==> src/rtl/hazard_pkg.sv <==
// Shared types and constants for the ID-stage hazard detection unit.
package hazard_pkg;

  typedef enum logic [0:0] {
    RUN  = 1'b0,
    HOLD = 1'b1
  } hazard_state_e;

  // Number of bubbles a hazard needs: 0, 1 or 2.
  typedef logic [1:0] stall_cnt_t;

  localparam int REG_ZERO = 0;

endpackage

==> src/rtl/hazard_src_match.sv <==
// Combinational check: does a producer destination feed a source operand of the ID instruction.
module hazard_src_match
  import hazard_pkg::*;
#(
  parameter int REG_W = 5
) (
  input  logic [REG_W-1:0] dst,
  input  logic [REG_W-1:0] rs,
  input  logic [REG_W-1:0] rt,
  input  logic             uses_rt,
  output logic             hit
);

  // $zero is hard-wired, so it never carries a dependency.
  assign hit = (dst != REG_W'(REG_ZERO)) &&
               ((dst == rs) || (uses_rt && (dst == rt)));

endmodule

==> src/rtl/hazard_detection_unit.sv <==
// Load-use / branch hazard detector: zero-latency Stall plus PC and IF/ID freeze enables.
// Optional stall statistics counters are enabled by defining HAZARD_STATS_EN.
module hazard_detection_unit
  import hazard_pkg::*;
#(
  parameter int REG_W = 5,
  parameter int CNT_W = 32
) (
  input  logic             clk,
  input  logic             rst,
  input  logic [REG_W-1:0] IF_ID_Rs,
  input  logic [REG_W-1:0] IF_ID_Rt,
  input  logic             ID_UsesRt,
  input  logic             ID_Branch,
  input  logic             ID_EX_MemRead,
  input  logic             ID_EX_RegWrite,
  input  logic [REG_W-1:0] ID_EX_WriteReg,
  input  logic             EX_MEM_MemRead,
  input  logic [REG_W-1:0] EX_MEM_WriteReg,
  output logic             Stall,
  output logic             PCWrite,
  output logic             IF_IDWrite
`ifdef HAZARD_STATS_EN
  ,
  output logic [CNT_W-1:0] stall_cycles,
  output logic [CNT_W-1:0] hazard_events
`endif
);

  hazard_state_e state_q;
  hazard_state_e state_d;
  stall_cnt_t    need_n;
  logic          hit_ex;
  logic          hit_mem;
  logic          stall_int;

  if (CNT_W < 1) begin : g_cnt_w_check
    $error("CNT_W must be at least 1");
  end

  hazard_src_match #(.REG_W(REG_W)) u_match_ex (
    .dst     (ID_EX_WriteReg),
    .rs      (IF_ID_Rs),
    .rt      (IF_ID_Rt),
    .uses_rt (ID_UsesRt),
    .hit     (hit_ex)
  );

  hazard_src_match #(.REG_W(REG_W)) u_match_mem (
    .dst     (EX_MEM_WriteReg),
    .rs      (IF_ID_Rs),
    .rt      (IF_ID_Rt),
    .uses_rt (ID_UsesRt),
    .hit     (hit_mem)
  );

  // Branches compare in ID, so they also wait on ALU results and loads still in MEM.
  always_comb begin
    need_n = 2'd0;
    if (ID_Branch) begin
      if (ID_EX_MemRead && hit_ex) begin
        need_n = 2'd2;
      end else if (ID_EX_RegWrite && hit_ex) begin
        need_n = 2'd1;
      end else if (EX_MEM_MemRead && hit_mem) begin
        need_n = 2'd1;
      end
    end else if (ID_EX_MemRead && hit_ex) begin
      need_n = 2'd1;
    end
  end

  always_comb begin
    state_d   = state_q;
    stall_int = 1'b0;
    unique case (state_q)
      RUN: begin
        stall_int = (need_n != 2'd0);
        if (need_n == 2'd2) begin
          state_d = HOLD;
        end
      end
      HOLD: begin
        stall_int = 1'b1;
        state_d   = RUN;
      end
      default: state_d = RUN;
    endcase
    if (rst) begin
      stall_int = 1'b0;
      state_d   = RUN;
    end
  end

  always_ff @(posedge clk) begin
    if (rst) begin
      state_q <= RUN;
    end else begin
      state_q <= state_d;
    end
  end

  assign Stall      = stall_int;
  assign PCWrite    = ~stall_int;
  assign IF_IDWrite = ~stall_int;

`ifdef HAZARD_STATS_EN
  logic run_hazard;

  assign run_hazard = (state_q == RUN) && (need_n != 2'd0);

  // Both counters stick at all-ones rather than wrapping.
  always_ff @(posedge clk) begin
    if (rst) begin
      stall_cycles  <= '0;
      hazard_events <= '0;
    end else begin
      if (stall_int && (stall_cycles != '1)) begin
        stall_cycles <= stall_cycles + 1'b1;
      end
      if (run_hazard && (hazard_events != '1)) begin
        hazard_events <= hazard_events + 1'b1;
      end
    end
  end
`endif

endmodule
==> config.mk <==
export PLATFORM = sky130hd
export DESIGN_NAME = hazard_detection_unit
export DESIGN_NICKNAME = d
export VERILOG_FILES = /design/src/rtl/hazard_pkg.sv /design/src/rtl/hazard_src_match.sv /design/src/rtl/hazard_detection_unit.sv
export SDC_FILE = /design/constraint.sdc
export NUM_CORES = 1
export LEC_CHECK = 0
export ABC_AREA = 1
export CAP_MARGIN = 20
export CORE_AREA = 2 2 39 41
export CTS_BUF_LIST = sky130_fd_sc_hd__clkbuf_8
export DETAILED_ROUTE_END_ITERATION = 10
export DIE_AREA = 0 0 41 43
export GPL_TIMING_DRIVEN = 0
export PLACE_DENSITY = 0.77
export SETUP_SLACK_MARGIN = 0.05
export SLEW_MARGIN = 20
export SYNTH_ARGS = -nofsm -noshare
export SYNTH_HDL_FRONTEND = slang
export SYNTH_SLANG_ARGS = --single-unit
==> constraint.sdc <==
create_clock -name clk -period 1.9 [get_ports clk]
set_input_delay 0.38 -clock clk [delete_from_list [all_inputs] [get_ports clk]]
set_output_delay 0.38 -clock clk [all_outputs]
set_load 0.05 [all_outputs]
* Word-level counts from Yosys, hierarchy flattened
Index checks and enable logic that the tools add are counted.
Operators by class: muxes and demuxes 9, reduce and logical (&&, ||, !) cells 12, equality and inequality tests 5, bitwise logic cells 2
Operator list (count):
- equality test 5 bit | 4
- nonzero test 5 bit | 2
- logical AND 1 bit | 7
- two-way mux 1 bit | 5
- two-way mux 2 bit | 2
- case mux 1 bit (2 select lines) | 2
- equality test 2 bit, second input constant | 1
- logical OR 1 bit | 2
- inverter 1 bit | 2
- nonzero test 2 bit | 1
Word-level totals: register bits after elaboration 1, logic and storage cells 29

* Logic depth before layout (Yosys ltp)
depth in word-level cells 13, depth in mapped cells 12, mapped depth without buffers 11

* Cells and area by module
Synthesis repeated with hierarchy kept, for this count alone.
Unflattened totals: cells, all modules 117, area total of the unflattened synthesis 488.0 µm²
Modules (own cells, without submodules):
- hazard_src_match | cells an instance 50, instances 2, area each 198.9 µm², sequential area each 0.0 µm²
- hazard_detection_unit | cells an instance 17, instances 1, area each 90.1 µm², sequential area each 20.0 µm²

* Worst setup path after synthesis
OpenSTA, ideal clock, no wires.
path type input to output, from input port IF_ID_Rt[4], to output port PCWrite, path buffers 1, stages on the path 12, data arrival time 1595 ps, slack -75 ps, cell sequence inv_1 nand2_1 nand2_1 nor2_2 nand3_1 nand2_2 nand3_2 nand2_1 nand2_1 nand2_2 inv_2 buf_4
Between the ends: cells in the longest elaborated chain, start to end 13
Ends and longest elaborated chain:
- from (decl) | line hazard_detection_unit.sv:12 | input logic [REG_W-1:0] IF_ID_Rt,
- equality test 5 bit | line hazard_src_match.sv:16 | ((dst == rs) || (uses_rt && (dst == rt)));
- logical AND 1 bit | line hazard_src_match.sv:16
- logical OR 1 bit | line hazard_src_match.sv:16
- logical AND 1 bit | line hazard_src_match.sv:15 | assign hit = (dst != REG_W'(REG_ZERO)) &&
- logical AND 1 bit | line hazard_detection_unit.sv:65 | end else if (EX_MEM_MemRead && hit_mem) begin
- two-way mux 1 bit | line hazard_detection_unit.sv:65
- two-way mux 1 bit | line hazard_detection_unit.sv:63 | end else if (ID_EX_RegWrite && hit_ex) begin
- two-way mux 2 bit | line hazard_detection_unit.sv:61 | if (ID_EX_MemRead && hit_ex) begin
- two-way mux 2 bit * | line hazard_detection_unit.sv:60 | if (ID_Branch) begin
- nonzero test 2 bit * | line hazard_detection_unit.sv:78 | stall_int = (need_n != 2'd0);
- case mux 1 bit (2 select lines) * | line hazard_detection_unit.sv:76 | unique case (state_q)
- two-way mux 1 bit * | line hazard_detection_unit.sv:89 | if (rst) begin
- named net Stall | line hazard_detection_unit.sv:20 | output logic Stall,
- inverter 1 bit *
- to (decl) | line hazard_detection_unit.sv:21 | output logic PCWrite,
The timed path passes the listed nets; every way through them passes the cells marked *.

* Final worst setup path
from input port IF_ID_Rt[3], to output port PCWrite
Between the ends: cells in the longest elaborated chain, start to end 13
Ends and longest elaborated chain:
- equality test 5 bit | line hazard_src_match.sv:16
- logical AND 1 bit | line hazard_src_match.sv:16
- logical OR 1 bit | line hazard_src_match.sv:16
- logical AND 1 bit | line hazard_src_match.sv:15
- logical AND 1 bit | line hazard_detection_unit.sv:65
- two-way mux 1 bit | line hazard_detection_unit.sv:65
- two-way mux 1 bit | line hazard_detection_unit.sv:63
- two-way mux 2 bit | line hazard_detection_unit.sv:61
- two-way mux 2 bit * | line hazard_detection_unit.sv:60
- nonzero test 2 bit * | line hazard_detection_unit.sv:78
- case mux 1 bit (2 select lines) * | line hazard_detection_unit.sv:76
- two-way mux 1 bit * | line hazard_detection_unit.sv:89
- inverter 1 bit * | line hazard_detection_unit.sv:104 | assign PCWrite = ~stall_int;
Every way passes the cells marked *; elsewhere a longest branch is shown, timed or not.

==> impl_metrics.yaml <==
run_status:
  status: "complete, no violations"
route:
  dr.pass1.iters: 4
  drc_errors: 0
  wl_per_cell_um: 8.95
  drt_wl_total_um: 1340
  via_per_inst: 4.39
  vias: 658
  ant_nets: 0
  drt_iter0_drc: 12
finish:
  final_common_cell: "nand2_1"
  antenna_cells: 0
  num-nets-final: 163
  largest_register_ffs: 1
  top_regs: "state_q x1"
  areaGrowthSynthToFinish_pct: 78.3
  drive_gt1_share_pct: 44.8
  largest-register: "state_q"
  mostFrequentLayoutCells: "nand2_1, nor2_1, inv_2"
place:
  io_buffer_count: 29
  post-dp-hpwl_um: 1060
  gp_congestion: 0.820
yosys:
  ys_ff_latch: 1
  syn_area_per_cell_um2: 4.55
  synth_area_leader_cell: "nand2_1"
  syn_nets: 127
  synth_top_area_share_pct: 34.6
  netlist_area_um2: 455
  yosysSeqAreaShare_pct: 4.40
  synth_area_leaders: "nand2_1, inv_1, nor2_1"
  yosysWarningCount: 0
  netlist_instances: 100
  ys_types: 14
timing:
  fin_crit_ns: 1.86
  fin_skew_ns: 0
  setup_viol_count_final: 0
  fin_tns_setup_ns: 0
  worst_pin_slew_ns: 0.252
  rsz0062_at_grt: "true"
  hold_viol_final: 0
  period_share_pct: 98.1
  slew_headroom_pct: 83.3
  fmax_mhz: 536
  drv_slew: 0
hold_path:
  holdPathEnd: "state_q"
  min_from: "state_q"
  whs_path_depth: 3
  hold_path_class: "register to register"
setup_path:
  r2r_slack_ns: 1.32
  r2r-start: "state_q"
  critPathMaxFanout: 3
  endpoint_kind: "output pin"
  r2r-end: "state_q"
  slowest_delay_ns: 0.14
  start_kind: "input pin"
  slowest_stage: "buf_8"
  arrival_ns: 1.48
  cp_num_buf_inv: 5
  crit_top_cell: "nand2_2"
  worstPathCellList: "buf_6 -> inv_2 -> nand2_2 -> nand2_2 -> nor2_1 -> nand3_1 -> nand2_2 -> nand3_2 -> nand2_2 -> nand2_2 -> nand2_4 -> inv_4 -> buf_6 -> buf_8"
  reg2reg_depth: 3
  critical_path_class: "input pin to output pin"
  crit_required_ns: 1.52
  critPathTopFamily: "simple AND/OR/NAND/NOR gates"
clock_network:
  clk_latency_ns: 0
  cts.reportedPaths.clkPinSlew_ns: 0
  cts_hold_buf: 0
floorplanning:
  io_pins: 30
  start_util_pct: 32.9
  die-area_um2: 1760
  rows: 14
  core_area_um2: 1380
  fp.dieH_um: 43
  die_w_um: 41
global_route:
  grt_overflow: 0
  grtUsageTotal_pct: 16.0
  grt_pass1_vias: 577
  grt_pass1_wl_um: 2080
  grt_max_degree: 5
  antenna_found_initial: 0
job:
  maxCapViolCount: 0
power_and_ir_drop:
  power_density_nw_per_um2: 225
  total_power_uw: 183
  ir_drop_uv: 86.6
  p_leak_nw: 0.464
-- power by group --
part,leakage [nW],internal [mW],switching (mW),total (mW)
clock network,0,0,0,0
logic,0.456,0.0807,0.0807,0.161
registers,0.00806,0.0217,0.0000474,0.0217
total,0.464,0.102,0.0807,0.183
-- logic make-up after synthesis --
logic type                count (synthesis)  share of synthesized area, %
and+or+nand+nor                          68                          62.4
buffers and inverters                    21                          18.1
AOI/OAI and AO/OA                         5                          5.49
xor gates and xnor gates                  5                          9.62
DFF                                       1                          4.40
-- Yosys cell counts (all sizes together) --
cell type and count:
nand2 44, nor3 1, o21ai 5, nand3 8, nor2 15, xor2 3
xnor2 2, dfxtp 1, buf 1, inv 20
-- per-layer routing --
metal	vias up	track usage (%)	wire [um]
li1	366	-	-
met1	275	19.0	557
met2	17	31.3	699
met3	0	0	85
met4	0	0	0
met5	-	0	0
-- worst reg2reg max path, stage by stage, from the launching register on --
cell and delay (ns):
dfxtp_1 0.27, inv_1 0.08, nand2_1 0.07, nor2_2 0.09
-- per-stage QoR --
stage	hold slack [ns]	util (%)	instance area [um^2]	setup slack [ns]	std cells
after floorplan	0.455	-	463	0.0771	100
after global placement	0.468	55.9	773	-0.973	145
after detailed placement	0.474	55.9	773	-0.996	145
after CTS	0.474	57.4	795	0.0515	151
after global routing	0.545	58.7	812	-0.0317	150
final	0.508	58.7	812	0.0357	150
-- area by class of cell --
class | instances | area (um^2)
inverters | 20 | 82.6
well taps | 16 | 20.0
multi-input cells | 78 | 385
repair buffers | 34 | 293
fillers | 150 | 572
plain buffers | 1 | 11.3
flip-flops and latches | 1 | 20.0
-- what timing repair did --
item / CTS / global route
buffers inserted: 6 / 0
cloned: 0 / 0
setup endpoints to repair: 3 / 4
pin swaps: 24 / 12
resized for setup: 130 / 12
-- worst max-delay path by stage --
stage	start	to	slack, ns	cells after the start
2_1_floorplan	IF_ID_Rt[4]	PCWrite	0.08	12
3_3_place_gp	ID_EX_WriteReg[3]	PCWrite	-0.97	10
3_5_place_dp	ID_EX_WriteReg[3]	PCWrite	-1.0	14
4_1_cts	ID_EX_WriteReg[0]	PCWrite	0.05	14
5_1_grt	IF_ID_Rt[3]	PCWrite	-0.03	14
6_report	IF_ID_Rt[3]	PCWrite	0.04	14
Note: power is estimated with default switching activity, not from simulation.
